==> src/rtl/debounce_pkg.sv <==
// debounce_pkg
// Shared definitions for the debounce bank: default dwell and synchronizer
// depth, plus the helper that sizes the per-channel dwell counter.
package debounce_pkg;

    localparam int DEF_DWELL_CNT   = 32'sd50000;
    localparam int DEF_SYNC_STAGES = 32'sd2;

    // Counter width able to hold 0..dwell-1; never narrower than one bit so
    // that a dwell of 1 still elaborates a legal vector.
    function automatic int cnt_width(input int dwell);
        int w;
        w = $clog2(dwell);
        if (w < 32'sd1) begin
            return 32'sd1;
        end else begin
            return w;
        end
    endfunction

endpackage

==> src/rtl/debounce_chan.sv <==
// debounce_chan
// One debounced channel: a SYNC_STAGES-deep synchronizer, a dwell counter
// that must see DWELL_CNT consecutive cycles of disagreement before the
// debounced state follows the input, and one-cycle rise/fall pulses that are
// registered on the same edge as the state flip.
//
// Ports:
//   clk     - system clock, rising edge
//   rst     - synchronous active-high reset
//   sig_in  - raw asynchronous input bit
//   sig_out - debounced level
//   rise    - one-cycle pulse coincident with the first cycle of sig_out=1
//   fall    - one-cycle pulse coincident with the first cycle of sig_out=0
module debounce_chan
    import debounce_pkg::*;
#(
    parameter int   DWELL_CNT   = DEF_DWELL_CNT,
    parameter int   SYNC_STAGES = DEF_SYNC_STAGES,
    parameter logic RESET_BIT   = 1'b0
) (
    input  logic clk,
    input  logic rst,
    input  logic sig_in,
    output logic sig_out,
    output logic rise,
    output logic fall
);

    localparam int              CW       = cnt_width(DWELL_CNT);
    // Exact terminal value, so non-power-of-two dwells are honoured exactly.
    localparam logic [CW-1:0]   CNT_LAST = CW'(DWELL_CNT - 32'sd1);

    logic [SYNC_STAGES-1:0] sync_r;
    logic                   sync_s;
    logic                   state_r;
    logic [CW-1:0]          cnt_r;
    logic                   rise_r;
    logic                   fall_r;

    logic                   state_nxt_s;
    logic [CW-1:0]          cnt_nxt_s;
    logic                   rise_nxt_s;
    logic                   fall_nxt_s;

    assign sync_s = sync_r[SYNC_STAGES-1];

    // Input synchronizer shift chain; bit 0 samples the asynchronous pin.
    always_ff @(posedge clk) begin
        if (rst) begin
            sync_r <= {SYNC_STAGES{RESET_BIT}};
        end else begin
            sync_r <= {sync_r[SYNC_STAGES-2:0], sig_in};
        end
    end

    // Dwell decision: count disagreement, flip on the terminal count, and
    // restart the dwell whenever the input agrees with the current state.
    always_comb begin
        state_nxt_s = state_r;
        cnt_nxt_s   = {CW{1'b0}};
        rise_nxt_s  = 1'b0;
        fall_nxt_s  = 1'b0;
        if (sync_s != state_r) begin
            if (cnt_r == CNT_LAST) begin
                state_nxt_s = sync_s;
                rise_nxt_s  = sync_s;
                fall_nxt_s  = ~sync_s;
            end else begin
                cnt_nxt_s   = cnt_r + CW'(1);
            end
        end else begin
            cnt_nxt_s = {CW{1'b0}};
        end
    end

    // State, counter and pulse registers; reset discards any pending flip.
    always_ff @(posedge clk) begin
        if (rst) begin
            state_r <= RESET_BIT;
            cnt_r   <= {CW{1'b0}};
            rise_r  <= 1'b0;
            fall_r  <= 1'b0;
        end else begin
            state_r <= state_nxt_s;
            cnt_r   <= cnt_nxt_s;
            rise_r  <= rise_nxt_s;
            fall_r  <= fall_nxt_s;
        end
    end

    assign sig_out = state_r;
    assign rise    = rise_r;
    assign fall    = fall_r;

endmodule

==> src/rtl/debounce_bank.sv <==
// debounce_bank
// CHANNELS independent debouncers plus a lowest-index encoder over the rise
// pulses, so the consumer can service one press per cycle without scanning.
//
// Ports:
//   clk      - system clock, rising edge
//   rst      - synchronous active-high reset
//   sig_in   - raw asynchronous inputs, one bit per channel
//   sig_out  - debounced levels
//   rise     - per-channel one-cycle 0->1 pulses
//   fall     - per-channel one-cycle 1->0 pulses
//   any_rise - OR of rise
//   rise_idx - lowest channel index with rise set; 0 when none
module debounce_bank
    import debounce_pkg::*;
#(
    parameter int                  CHANNELS    = 32'sd4,
    parameter int                  DWELL_CNT   = DEF_DWELL_CNT,
    parameter int                  SYNC_STAGES = DEF_SYNC_STAGES,
    parameter logic [CHANNELS-1:0] RESET_LEVEL = {CHANNELS{1'b0}}
) (
    input  logic                          clk,
    input  logic                          rst,
    input  logic [CHANNELS-1:0]           sig_in,
    output logic [CHANNELS-1:0]           sig_out,
    output logic [CHANNELS-1:0]           rise,
    output logic [CHANNELS-1:0]           fall,
    output logic                          any_rise,
    output logic [cnt_width(CHANNELS)-1:0] rise_idx
);

    localparam int IW = cnt_width(CHANNELS);

    if ((CHANNELS < 32'sd1) || (CHANNELS > 32'sd32) ||
        (DWELL_CNT < 32'sd1) || (SYNC_STAGES < 32'sd2)) begin : g_param_err
        $error("debounce_bank: illegal CHANNELS, DWELL_CNT or SYNC_STAGES");
    end

    logic [CHANNELS-1:0] rise_s;
    logic [IW-1:0]       idx_s;

    for (genvar g = 0; g < CHANNELS; g++) begin : g_chan
        debounce_chan #(
            .DWELL_CNT   (DWELL_CNT),
            .SYNC_STAGES (SYNC_STAGES),
            .RESET_BIT   (RESET_LEVEL[g])
        ) u_chan (
            .clk     (clk),
            .rst     (rst),
            .sig_in  (sig_in[g]),
            .sig_out (sig_out[g]),
            .rise    (rise_s[g]),
            .fall    (fall[g])
        );
    end

    // Priority encoder: scanning from the top down lets the lowest set
    // channel be the last writer.
    always_comb begin
        idx_s = {IW{1'b0}};
        for (int i = CHANNELS - 1; i >= 0; i--) begin
            if (rise_s[i]) begin
                idx_s = IW'(i);
            end else begin
                idx_s = idx_s;
            end
        end
    end

    assign rise     = rise_s;
    assign any_rise = |rise_s;
    assign rise_idx = idx_s;

endmodule

==> config.mk <==
export PLATFORM = sky130hd
export DESIGN_NAME = debounce_bank
export DESIGN_NICKNAME = d
export VERILOG_FILES = /design/src/rtl/debounce_pkg.sv /design/src/rtl/debounce_chan.sv /design/src/rtl/debounce_bank.sv
export SDC_FILE = /design/constraint.sdc
export NUM_CORES = 1
export LEC_CHECK = 0
export CAP_MARGIN = 40
export CORE_AREA = 8 8 94 96
export CTS_BUF_LIST = sky130_fd_sc_hd__clkbuf_16
export DETAILED_ROUTE_END_ITERATION = 10
export DIE_AREA = 0 0 102 104
export PLACE_DENSITY = 0.7
export SKIP_LAST_GASP = 1
export SYNTH_ARGS = -nofsm -noshare
export SYNTH_HDL_FRONTEND = slang
export SYNTH_SLANG_ARGS = --single-unit
==> constraint.sdc <==
create_clock -name clk -period 1.8 [get_ports clk]
set_clock_uncertainty 0.1 [all_clocks]
set_input_delay 0.18 -clock clk [delete_from_list [all_inputs] [get_ports clk]]
set_output_delay 0.18 -clock clk [all_outputs]
set_load 0.01 [all_outputs]
==> impl_metrics.json <==
{
  "outcome": "finished clean",
  "firstDrtPassIters": 4,
  "synth_area_leader_cell": "dfxtp_1",
  "end_kind": "flip-flop",
  "drtAntennaViolNets": 0,
  "path_class": "reg -> reg",
  "ios": 21,
  "irDropWorstVdd_v": 0.000441,
  "hold_path_depth": 2,
  "antenna_found_initial": 0,
  "hold_violations": 0,
  "drt_iter0_drc": 116,
  "cts_max_level": 3,
  "ys_warn_count": 0,
  "grt_usage_pct": 12.3,
  "setup_viol": 0,
  "drt_wl_total_mm": 6.46,
  "diodes": 0,
  "worst_pin_slew_ns": 0.361,
  "synth.area.top_cells": "dfxtp_1 (47%), xnor2_1 (11%), nor2_1 (8.2%)",
  "switching_share_pct": 19.5,
  "cts_buffers": 9,
  "grt_pass1_wl_mm": 10.8,
  "seq_power_share_pct": 51.1,
  "p_int_mw": 2.96,
  "synth.ff_latch_count": 84,
  "crit_family": "simple AND/OR/NAND/NOR gates",
  "synth_area_per_cell_um2": 9.07,
  "postSynthCellCount": 393,
  "critical_path_arrival_ns": 1.82,
  "grt_max_degree": 16,
  "reg2reg_depth": 5,
  "hold_buffers": 0,
  "clock_insertion_delay_worst_skew_ns": 0.32,
  "vias_per_cell": 5.01,
  "finalSetupTns_ns": 0,
  "port_buffers": 20,
  "power_frac_clock_pct": 47.3,
  "fin_util_pct": 57.1,
  "rsz0062_at_grt": "yes",
  "clockBufferDepth": 2,
  "place_inst": 516,
  "slew_violations": 0,
  "p_total_mw": 3.67,
  "start_kind": "flip-flop",
  "period_share_pct": 95.4,
  "yosys.cell_types.count": 32,
  "wl_per_cell_um": 12.1,
  "core-area_mm2": 0.00745,
  "crit_cells": 5,
  "hold_class": "in -> reg",
  "grt_pass1_vias": 2487,
  "area_delta_synth_final_pct": 19.3,
  "crit_buf_inv": 1,
  "root_buffer": "clkbuf_16",
  "cp.required_ns": 1.90,
  "combPwrFrac_pct": 1.6,
  "dp_hpwl_mm": 4.51,
  "max_stage_delay_ns": 0.39,
  "cp_max_fo": 5,
  "max_cap_violations": 0,
  "instances_no_fill": 534,
  "max_freq_ghz": 0.582,
  "power.density_mw_per_mm2": 863,
  "cts.reportedPaths.clkPinSlew_ns": 0.06,
  "gp_congestion": 0.795,
  "cts_tree": "done",
  "numClockSinks": 84,
  "crit_slowest_cell": "dfxtp_1",
  "drc": 0,
  "vias": 2674,
  "layout-drive-gt1-share_pct": 9.26,
  "die_w_um": 102,
  "fp.dieH_um": 104,
  "synth_nets": 403,
  "maxSlewHeadroom_pct": 75.7,
  "leakage_nw": 1.39,
  "synth_area_mm2": 0.00357,
  "final_net_count": 437,
  "num_rows": 32,
  "fp.dieArea_mm2": 0.0106,
  "overflow": 0,
  "synth-seq-area-share_pct": 47.2,
  "initial_utilization_pct": 47.9,
  "crit_chain": "ha_1 > nand3_1 > nand4b_1 > buf_4 > nor4_1",
  "synth.top_cell.area_share_pct": 47.2,
  "period_needed_ns": 1.72,
  "switchingPower_uw": 718
}
==> Yosys cell counts, drive strengths merged <==
cell	count
dfxtp	84
nor2	78
xnor2	45
nor4	20
nand2	19
nand4	19
nor3	19
buf	17
inv	14
nand3	14
xor2	13
nor2b	8
nand2b	7
nor4b	5
ha	4
mux2i	4
nor4bb	4
and3	3
clkbuf	3
a21oi	2
and4	2
nand4b	2
or4b	2
a21o	1
and4b	1
o31ai	1
or2	1
or4	1
==> final timing paths <==
kind | start | endpoint | slack, ns
hold / removal | sig_in[1] | g_chan[1].u_chan.sync_r[0]$_SDFF_PP0_ | 0.32
setup / recovery | g_chan[1].u_chan.cnt_r[1]$_SDFF_PP0_ | g_chan[1].u_chan.fall$_SDFF_PP0_ | 0.08
setup reg to reg | g_chan[1].u_chan.cnt_r[1]$_SDFF_PP0_ | g_chan[1].u_chan.fall$_SDFF_PP0_ | 0.08
hold reg to reg | g_chan[1].u_chan.sync_r[0]$_SDFF_PP0_ | g_chan[1].u_chan.sync_r[1]$_SDFF_PP0_ | 0.34
==> per-layer routing <==
metal | vias to the layer above | track usage, % | share of wire [%]
met5 | - | 0 | 0
met4 | 0 | 5.35 | 0.45
met3 | 2 | 3.28 | 4.6
met2 | 27 | 18.7 | 44
met1 | 1255 | 15.8 | 51
li1 | 1390 | - | -
==> per-stage QoR <==
stage	cell area, µm²	worst slack (ns)	hold slack [ns]
floorplan	3570	0.0242	0.208
global placement	3940	0.0845	0.316
detailed placement	3940	0.0736	0.330
CTS	4220	0.0244	0.309
global route	4260	-0.00662	0.319
finish	4260	0.0823	0.316
==> layout by cell type (no fill, tap or decap), types with 2 or more instances in the layout <==
cell	synthesis	final
xor2_1	13	13
clkdlybuf4s50_1	0	19
and3_1	3	3
xnor2_1	45	45
nor3_1	19	19
mux2i_1	4	4
buf_12	0	2
nand2b_1	7	7
or4b_4	2	2
clkinv_1	0	2
buf_4	12	21
clkinv_2	0	2
inv_1	14	15
nor4bb_1	4	4
nor2_1	78	78
nor4b_1	5	5
dfxtp_1	84	84
and4_1	2	2
nor2b_1	8	8
nand2_1	19	19
ha_1	4	4
nor4_4	1	2
clkbuf_16	0	9
nand3_1	14	14
nand4_1	19	19
nand4b_1	2	2
nor4_1	19	18
a21oi_1	2	2
==> flip-flops by register name (all words and copies together) (netlist names) <==
| signal | count |
|---|---|
| g_chan.u_chan.cnt_r | 64 |
| g_chan.u_chan.rise | 4 |
| g_chan.u_chan.sig_out | 4 |
| g_chan.u_chan.sync_r | 8 |
| g_chan.u_chan.fall | 4 |
==> layout make-up <==
type                            count  area, µm²
Clock buffer                        9        225
Clock inverter                      7       58.8
Fill cell                         639       3190
Inverter                           14       52.6
Multi-Input combinational cell    275       1710
Sequential cell                    84       1680
Tap cell                          102        128
Timing Repair Buffer               43        400
==> cells by family after synthesis <==
logic type                 count (synthesis)  synth area share (%)
and+or+nand+nor                          205                  30.0
DFF                                       84                  47.2
buffers and inverters                     34                  5.33
muxes                                      4                  1.12
xor gates and xnor gates                  58                  14.2
adders and majority gates                  4                  1.40
AOI/OAI and AO/OA                          4                 0.702
==> worst register-to-register path: stages (launching register included) <==
cell and delay [ns]:
dfxtp_1 0.39, ha_1 0.21, nand3_1 0.17, nand4b_1 0.28, buf_4 0.20, nor4_1 0.25
==> power by group through the flow <==
| stage | logic [mW] | registers [mW] | clock network (mW) |
|---|---|---|---|
| final | 0.0583 | 1.88 | 1.74 |
| after global routing | 0.0647 | 1.88 | 1.85 |
| after CTS | 0.0590 | 1.88 | 1.77 |
| after detailed placement | 0.0588 | 1.92 | 0 |
| after global placement | 0.0573 | 1.92 | 0 |
| after floorplan | 0.0312 | 1.92 | 0 |
==> repair_timing <==
action	in CTS	in global routing
setup endpoints to repair	0	30
setup buffers	0	2
gates resized for setup	0	3
No activity file was read; power rests on OpenSTA's default activity.
